**config.mk**
```make
export PLATFORM = sky130hd
export DESIGN_NAME = wb_config_responder
export DESIGN_NICKNAME = d
export VERILOG_FILES = /design/src/rtl/config_wb_pkg.sv /design/src/rtl/config_col_serializer.sv /design/src/rtl/wb_config_responder.sv
export SDC_FILE = /design/constraint.sdc
export NUM_CORES = 1
export LEC_CHECK = 0
export BUFFER_PORTS_ARGS = -buffer_cell sky130_fd_sc_hd__buf_2
export CAP_MARGIN = 20
export CORE_MARGIN = 8
export CORE_UTILIZATION = 50
export DETAILED_ROUTE_END_ITERATION = 8
export PLACE_DENSITY = 0.85
export SYNTH_ARGS = -nofsm -noshare
export SYNTH_HDL_FRONTEND = slang
export SYNTH_SLANG_ARGS = --single-unit
```
**constraint.sdc**
```tcl
create_clock -name wb_clk_i -period 1.85 [get_ports wb_clk_i]
set_input_delay 0.37 -clock wb_clk_i [delete_from_list [all_inputs] [get_ports wb_clk_i]]
set_output_delay 0.37 -clock wb_clk_i [all_outputs]
set_load 0.02 [all_outputs]
```
**src/rtl/config_wb_pkg.sv**
```systemverilog
// Shared definitions for the Wishbone configuration responder: register
// offsets, the column count sentinel, the shift length and the FSM states.
package config_wb_pkg;

    // Byte offsets of the registers inside the region (0xC is reserved)
    localparam logic [3:0] REG_STATUS = 4'h0;
    localparam logic [3:0] REG_COUNT  = 4'h4;
    localparam logic [3:0] REG_DATA   = 4'h8;

    // A column count of all ones means "shift forever, never latch"
    localparam logic [7:0] COUNT_INF = 8'hFF;

    // Every DATA write occupies exactly this many shift cycles
    localparam int SHIFT_LEN = 8;

    typedef enum logic [1:0] {
        ST_IDLE  = 2'd0,
        ST_SHIFT = 2'd1,
        ST_ACK   = 2'd2
    } state_e;

    // Number of bits a column emits from one written byte: min(count, 8)
    function automatic logic [3:0] shiftCount(input logic [7:0] count);
        if (count > 8'd8) begin
            return 4'd8;
        end
        return count[3:0];
    endfunction

endpackage

```
**src/rtl/config_col_serializer.sv**
```systemverilog
// One column's slice of the responder: holds the latched byte, the number of
// bits to emit for it, the remaining bit count, the done flag and the col_set
// pulse. The parent supplies the shared shift index and the commit strobe.
module config_col_serializer
    import config_wb_pkg::*;
(
    input  logic       clk_i,
    input  logic       rst_ni,
    input  logic       countWr_i,
    input  logic [7:0] countData_i,
    input  logic       dataWr_i,
    input  logic [7:0] dataByte_i,
    input  logic       shiftEn_i,
    input  logic [2:0] shiftK_i,
    input  logic       commit_i,
    output logic       colShift_o,
    output logic       colBit_o,
    output logic       colSet_o,
    output logic [7:0] count_o,
    output logic       done_o
);

    logic [7:0] byte_q,   byte_d;
    logic [3:0] nBits_q,  nBits_d;
    logic [7:0] count_q,  count_d;
    logic       done_q,   done_d;
    logic       active_q, active_d;
    logic       set_q,    set_d;
    logic [7:0] remaining;

    assign remaining = count_q - {4'b0000, nBits_q};

    // Next-state: COUNT writes reload the counter, DATA writes latch the byte,
    // and the commit strobe (last shift cycle) retires the bits just emitted so
    // the new count and any col_set pulse coincide with the ack cycle.
    always_comb begin
        byte_d   = byte_q;
        nBits_d  = nBits_q;
        count_d  = count_q;
        done_d   = done_q;
        active_d = active_q;
        set_d    = 1'b0;
        if (countWr_i) begin
            count_d = countData_i;
            done_d  = 1'b0;
        end
        if (dataWr_i) begin
            byte_d   = dataByte_i;
            nBits_d  = shiftCount(count_q);
            active_d = 1'b1;
        end
        if (commit_i && active_q) begin
            active_d = 1'b0;
            if (count_q != COUNT_INF) begin
                count_d = remaining;
                if (remaining == 8'd0) begin
                    done_d = 1'b1;
                    set_d  = 1'b1;
                end
            end
        end
    end

    // Column state registers, synchronous active-low reset
    always_ff @(posedge clk_i) begin
        if (!rst_ni) begin
            byte_q   <= 8'h00;
            nBits_q  <= 4'd0;
            count_q  <= COUNT_INF;
            done_q   <= 1'b0;
            active_q <= 1'b0;
            set_q    <= 1'b0;
        end else begin
            byte_q   <= byte_d;
            nBits_q  <= nBits_d;
            count_q  <= count_d;
            done_q   <= done_d;
            active_q <= active_d;
            set_q    <= set_d;
        end
    end

    // Bits go out LSB first; only the first nBits shift cycles are qualified
    assign colShift_o = active_q && shiftEn_i && ({1'b0, shiftK_i} < nBits_q);
    assign colBit_o   = colShift_o && byte_q[shiftK_i];
    assign colSet_o   = set_q;
    assign count_o    = count_q;
    assign done_o     = done_q;

endmodule

```
**src/rtl/wb_config_responder.sv**
```systemverilog
// Wishbone classic slave that turns configuration writes into per-column
// serial bitstreams. The FSM, address decode, shared shift index and bus
// response live here; per-column state lives in config_col_serializer.
module wb_config_responder
    import config_wb_pkg::*;
#(
    parameter logic [31:0] BASE_ADDR = 32'h3000_0000,
    parameter int          NUM_COLS  = 4
) (
    input  logic                wb_clk_i,
    input  logic                wb_rst_i,
    input  logic                wbs_stb_i,
    input  logic                wbs_cyc_i,
    input  logic                wbs_we_i,
    input  logic [3:0]          wbs_sel_i,
    input  logic [31:0]         wbs_data_i,
    input  logic [31:0]         wbs_addr_i,
    output logic                wbs_ack_o,
    output logic [31:0]         wbs_data_o,
    output logic [NUM_COLS-1:0] col_shift,
    output logic [NUM_COLS-1:0] col_bit,
    output logic [NUM_COLS-1:0] col_set,
    output logic                busy
);

    state_e      state_q;
    logic [2:0]  kCnt_q;
    logic        ack_q;
    logic [31:0] rdata_q;

    logic [3:0]  regOffset;
    logic        addrHit;
    logic        request;
    logic        countWrite;
    logic        dataWrite;
    logic        shiftEn;
    logic        commit;
    logic [3:0]  laneActive;
    logic [31:0] readData;
    logic [1:0]  unusedAddrBits;

    logic [3:0]      shiftAll;
    logic [3:0]      bitAll;
    logic [3:0]      setAll;
    logic [3:0]      doneAll;
    logic [3:0][7:0] countAll;

    assign unusedAddrBits = wbs_addr_i[1:0];

    assign regOffset  = {wbs_addr_i[3:2], 2'b00};
    assign addrHit    = (wbs_addr_i[31:4] == BASE_ADDR[31:4]);
    assign request    = wbs_stb_i && wbs_cyc_i && addrHit && (state_q == ST_IDLE);
    assign countWrite = request && wbs_we_i && (regOffset == REG_COUNT);
    assign dataWrite  = request && wbs_we_i && (regOffset == REG_DATA);
    assign shiftEn    = (state_q == ST_SHIFT);
    assign commit     = shiftEn && (kCnt_q == 3'(SHIFT_LEN - 1));

    // A lane takes part only if selected and backed by a real column
    always_comb begin
        laneActive = 4'b0000;
        for (int c = 0; c < NUM_COLS; c++) begin
            laneActive[c] = wbs_sel_i[c];
        end
    end

    // One serializer per populated column; missing lanes read back as zero
    for (genvar c = 0; c < 4; c++) begin : g_col
        if (c < NUM_COLS) begin : g_present
            config_col_serializer u_col (
                .clk_i       (wb_clk_i),
                .rst_ni      (wb_rst_i),
                .countWr_i   (countWrite && laneActive[c]),
                .countData_i (wbs_data_i[8*c +: 8]),
                .dataWr_i    (dataWrite && laneActive[c]),
                .dataByte_i  (wbs_data_i[8*c +: 8]),
                .shiftEn_i   (shiftEn),
                .shiftK_i    (kCnt_q),
                .commit_i    (commit),
                .colShift_o  (shiftAll[c]),
                .colBit_o    (bitAll[c]),
                .colSet_o    (setAll[c]),
                .count_o     (countAll[c]),
                .done_o      (doneAll[c])
            );
        end else begin : g_absent
            assign shiftAll[c] = 1'b0;
            assign bitAll[c]   = 1'b0;
            assign setAll[c]   = 1'b0;
            assign countAll[c] = 8'h00;
            assign doneAll[c]  = 1'b0;
        end
    end

    // Read mux; busy in STATUS is always 0 because reads are only taken in IDLE
    always_comb begin
        readData = 32'h0000_0000;
        case (regOffset)
            REG_STATUS: readData = {23'b0, 1'b0, 4'b0, doneAll};
            REG_COUNT:  readData = countAll;
            default:    readData = 32'h0000_0000;
        endcase
    end

    // Bus FSM: register accesses ack next cycle, DATA writes shift 8 cycles first
    always_ff @(posedge wb_clk_i) begin
        if (!wb_rst_i) begin
            state_q <= ST_IDLE;
            kCnt_q  <= 3'd0;
            ack_q   <= 1'b0;
            rdata_q <= 32'h0000_0000;
        end else begin
            case (state_q)
                ST_IDLE: begin
                    ack_q   <= 1'b0;
                    rdata_q <= 32'h0000_0000;
                    if (request) begin
                        if (dataWrite) begin
                            state_q <= ST_SHIFT;
                            kCnt_q  <= 3'd0;
                        end else begin
                            state_q <= ST_ACK;
                            ack_q   <= 1'b1;
                            rdata_q <= wbs_we_i ? 32'h0000_0000 : readData;
                        end
                    end
                end
                ST_SHIFT: begin
                    kCnt_q <= kCnt_q + 3'd1;
                    if (commit) begin
                        state_q <= ST_ACK;
                        ack_q   <= 1'b1;
                        rdata_q <= 32'h0000_0000;
                    end
                end
                ST_ACK: begin
                    state_q <= ST_IDLE;
                    ack_q   <= 1'b0;
                    rdata_q <= 32'h0000_0000;
                end
                default: begin
                    state_q <= ST_IDLE;
                    ack_q   <= 1'b0;
                    rdata_q <= 32'h0000_0000;
                end
            endcase
        end
    end

    assign wbs_ack_o  = ack_q;
    assign wbs_data_o = rdata_q;
    assign busy       = (state_q != ST_IDLE);
    assign col_shift  = shiftAll[NUM_COLS-1:0];
    assign col_bit    = bitAll[NUM_COLS-1:0];
    assign col_set    = setAll[NUM_COLS-1:0];

endmodule

```
==> summary.txt <==
Timing
  • Slew @ Worst Pin: 843 ps
  • Clk_skew: 8.59 ps
  • WHS: 176 ps
  • Crit path time final: 2380 ps
  • Final setup viols: 41
  • Post-route setup slack: -530 ps
  • Final hold violations: 0
  • RSZ-0062 raised after global routing: true
  • Final period utilization: 129%
  • Fmax: 420 MHz
  • Slew headroom: 43.3%
  • Setup TNS: -6750 ps
  • Slew Viols, Final: 0

Worst hold path
  • Hold Path End: g_col[0].g_present.u_col.byte_q[2]
  • Hold_sp: wbs_data_i[2]
  • Worst hold path stage count: 3
  • Tightest Hold Check Type: in2reg

CTS
  • Clock transition at path regs: 60 ps
  • H-Tree Level Count: 4
  • CTS buffer count: 17
  • CTS Buffer Depth: 2
  • Clock Latency Late Sink: 430 ps
  • Clock Sinks: 130
  • CTS tree: built
  • Hold buffers post-CTS: 0
  • Root Buffer: clkbuf_16

Layout
  • Fill count: 933
  • Commonest non-fill, non-tap cells in the layout: dfxtp_1, buf_2, buf_4
  • # diodes: 0
  • P&R area growth vs syn: 41.8%
  • Commonest non-fill, non-tap cell in the layout: dfxtp_1
  • Final core occ: 72.1%
  • Share of cells above drive strength 1: 42.0%
  • NumNets Final: 1,080

Yosys
  • Synth area leader: dfxtp_1
  • Async SR Flop Fraction: 0%
  • Avg Cell Area, Syn: 9.06 µm²
  • Seq/Total Area, Yosys: 37.2%
  • Yosys warns: 0
  • Synth Flop Type: dfxtp_1
  • Post-synth EDFFs: 0
  • Area contributors post-synth: dfxtp_1, ha_1, a22oi_1
  • Mapped Cells: 773
  • Syn Nets: 876
  • Distinct cell type count after synthesis: 69
  • Seq cells post-synth: 130
  • Post-synth top area share: 37.2%
  • Cell Area, Synth: 7000 µm²

Placed design
  • Final HPWL DP: 15,100 µm
  • GPL Wtd Cong: 0.937
  • Place WS: -166 ps
  • Port bufs: 116

GRT
  • First-pass GRT wire length: 35,200 µm
  • Largest net degree at the start of global routing: 75
  • Initial antenna violation count: 0
  • Total Routing Usage GR: 24.4%
  • Gr ovfl total: 0
  • Vias in the first global route: 7,033

Power and ir drop
  • Power Total: 7.01 mW
  • Maximum vdd drop: 626 µV
  • P_leak: 4.05 nW
  • Pwr/cell area: 706 nW/µm²

Worst setup path
  • Worst r2r src: kCnt_q[1]
  • Worst reg-to-reg path cell count: 10
  • CP arrival: 2010 ps
  • Reg2reg end: g_col[0].g_present.u_col.colSet_o
  • CP max-delay cell: dfxtp_2
  • R2r setup slk: -230 ps
  • CP max stage delay: 340 ps
  • Critical Path Fanout Max: 6
  • CP required: 1480 ps
  • Crit Path Category: reg2out
  • CP Launch Type: flop
  • Cell Chain, Critical Path: buf_8 -> ha_4 -> a21o_1 -> a21oi_2 -> o211a_1 -> nor2b_1 -> buf_4
  • Critical Path End Type: primary output

Drt
  • DR vias/cell: 6.25
  • Number of DRC markers in iteration 0: 910
  • First drt pass iteration count: 6
  • Total number of vias: 7,310
  • Avg WL per Cell: 21.3 µm
  • Drt total wl: 24,900 µm
  • Antenna viol nets, final: 0
  • DR DRC count: 0

Die
  • Die Wd: 134 µm
  • CORE AREA: 13,800 µm²
  • Total I/O pin count: 119
  • Initial core utilization: 50.8%
  • Die ar.: 18,000 µm²
  • Die H: 134 µm
  • Rows: 43

Run
  • Max-cap violations: 0

Run status
  • Outcome: finished with violations
  • Failing checks: negative setup slack
[registers in the layout (all words and copies together) (netlist names)]
signal	flops
g_col.g_present.u_col.count_o	32
g_col.g_present.u_col.byte_q	32
g_col.g_present.u_col.active_q	4
kCnt_q	3
state_q	2
wbs_data_o	32
wbs_ack_o	1
g_col.g_present.u_col.nBits_q	16
g_col.g_present.u_col.colSet_o	4
g_col.g_present.u_col.done_o	4
[per-layer routing]
metal | part of all wire (%) | vias up | global-route usage (%)
met5 | 0 | - | 0
met4 | 4.6 | 0 | 13.3
met3 | 8.8 | 98 | 6.36
met2 | 49 | 481 | 40.6
met1 | 38 | 3475 | 28.0
li1 | - | 3256 | -
[kinds of logic (layout without fill, tap and decap cells)]
logic type / count (synthesis) / in the layout / synth area share, %
buffers and inverters: 87 / 304 / 6.83
and+or+nand+nor: 300 / 300 / 24.6
muxes: 31 / 31 / 5.93
AOI/OAI and AO/OA: 179 / 179 / 17.7
DFF: 130 / 130 / 37.2
xor gates and xnor gates: 16 / 16 / 2.00
adders and majority gates: 30 / 30 / 5.79
[final cells by class]
type	count	area, µm²	area share, %
Timing Repair Buffer	248	1870	18.8
Multi-Input combinational cell	556	4440	44.7
Sequential cell	130	2620	26.4
Clock buffer	19	453	4.56
Tap cell	180	225	2.27
Inverter	24	92.6	0.932
Clock inverter	13	230	2.32
[power breakdown]
part	internal (mW)	switching [mW]
combinational	0.110	0.160
clock	2.60	1.35
sequential	2.80	0.000000000437
[stage by stage]
stage | std cells | cell area (µm²)
finish | 1170 | 9930
global route | 1170 | 9930
CTS | 1162 | 9510
detailed placement | 1117 | 8440
global placement | 1117 | 8440
floorplan | 773 | 7020
[synthesized netlist by cell type (all sizes together), types with 7 or more instances]
library cell    n
dfxtp         130
nor2           70
nand2          65
a21oi          39
buf            39
a22oi          38
nand3          35
o21ai          34
ha             26
nand4          26
clkbuf         24
inv            24
nor4           20
mux2i          19
nor3           16
o31ai          11
nand2b         10
nor4b          10
a21o            9
nor2b           9
xnor2           9
and3            8
mux4            8
o221a           7
xor2            7
[worst max-delay path, delay by kind of cell (launching register included)]
kind	cells	cell delay, ps
adder cells (fa/ha/maj)	1	200
AND/OR/NAND/NOR	1	200
buffers and inverters	2	320
AO/OA/AOI/OAI	3	510
flip-flops	1	340
[repair_timing]
| action | 4_1_cts | 5_1_grt |
|---|---|---|
| gates cloned | 1 | 1 |
| gates resized for setup | 78 | 84 |
| buffers inserted | 12 | 7 |
| endpoints found under the setup margin | 33 | 84 |
| pin swaps | 33 | 37 |
[worst max-delay path by stage]
| stage | from | endpoint | slack [ps] | cells after the start |
|---|---|---|---|---|
| after floorplan | kCnt_q[1] | g_col[1].g_present.u_col.count_o[7] | 8 | 7 |
| after global routing | kCnt_q[1] | col_bit[3] | -560 | 7 |
| after CTS | kCnt_q[1] | col_bit[0] | -460 | 7 |
| after detailed placement | wbs_addr_i[23] | g_col[1].g_present.u_col.nBits_q[3] | -170 | 8 |
| after global placement | kCnt_q[1] | col_bit[1] | -120 | 7 |
| final | kCnt_q[1] | col_bit[3] | -530 | 7 |
No activity file was read; power rests on OpenSTA's default activity.
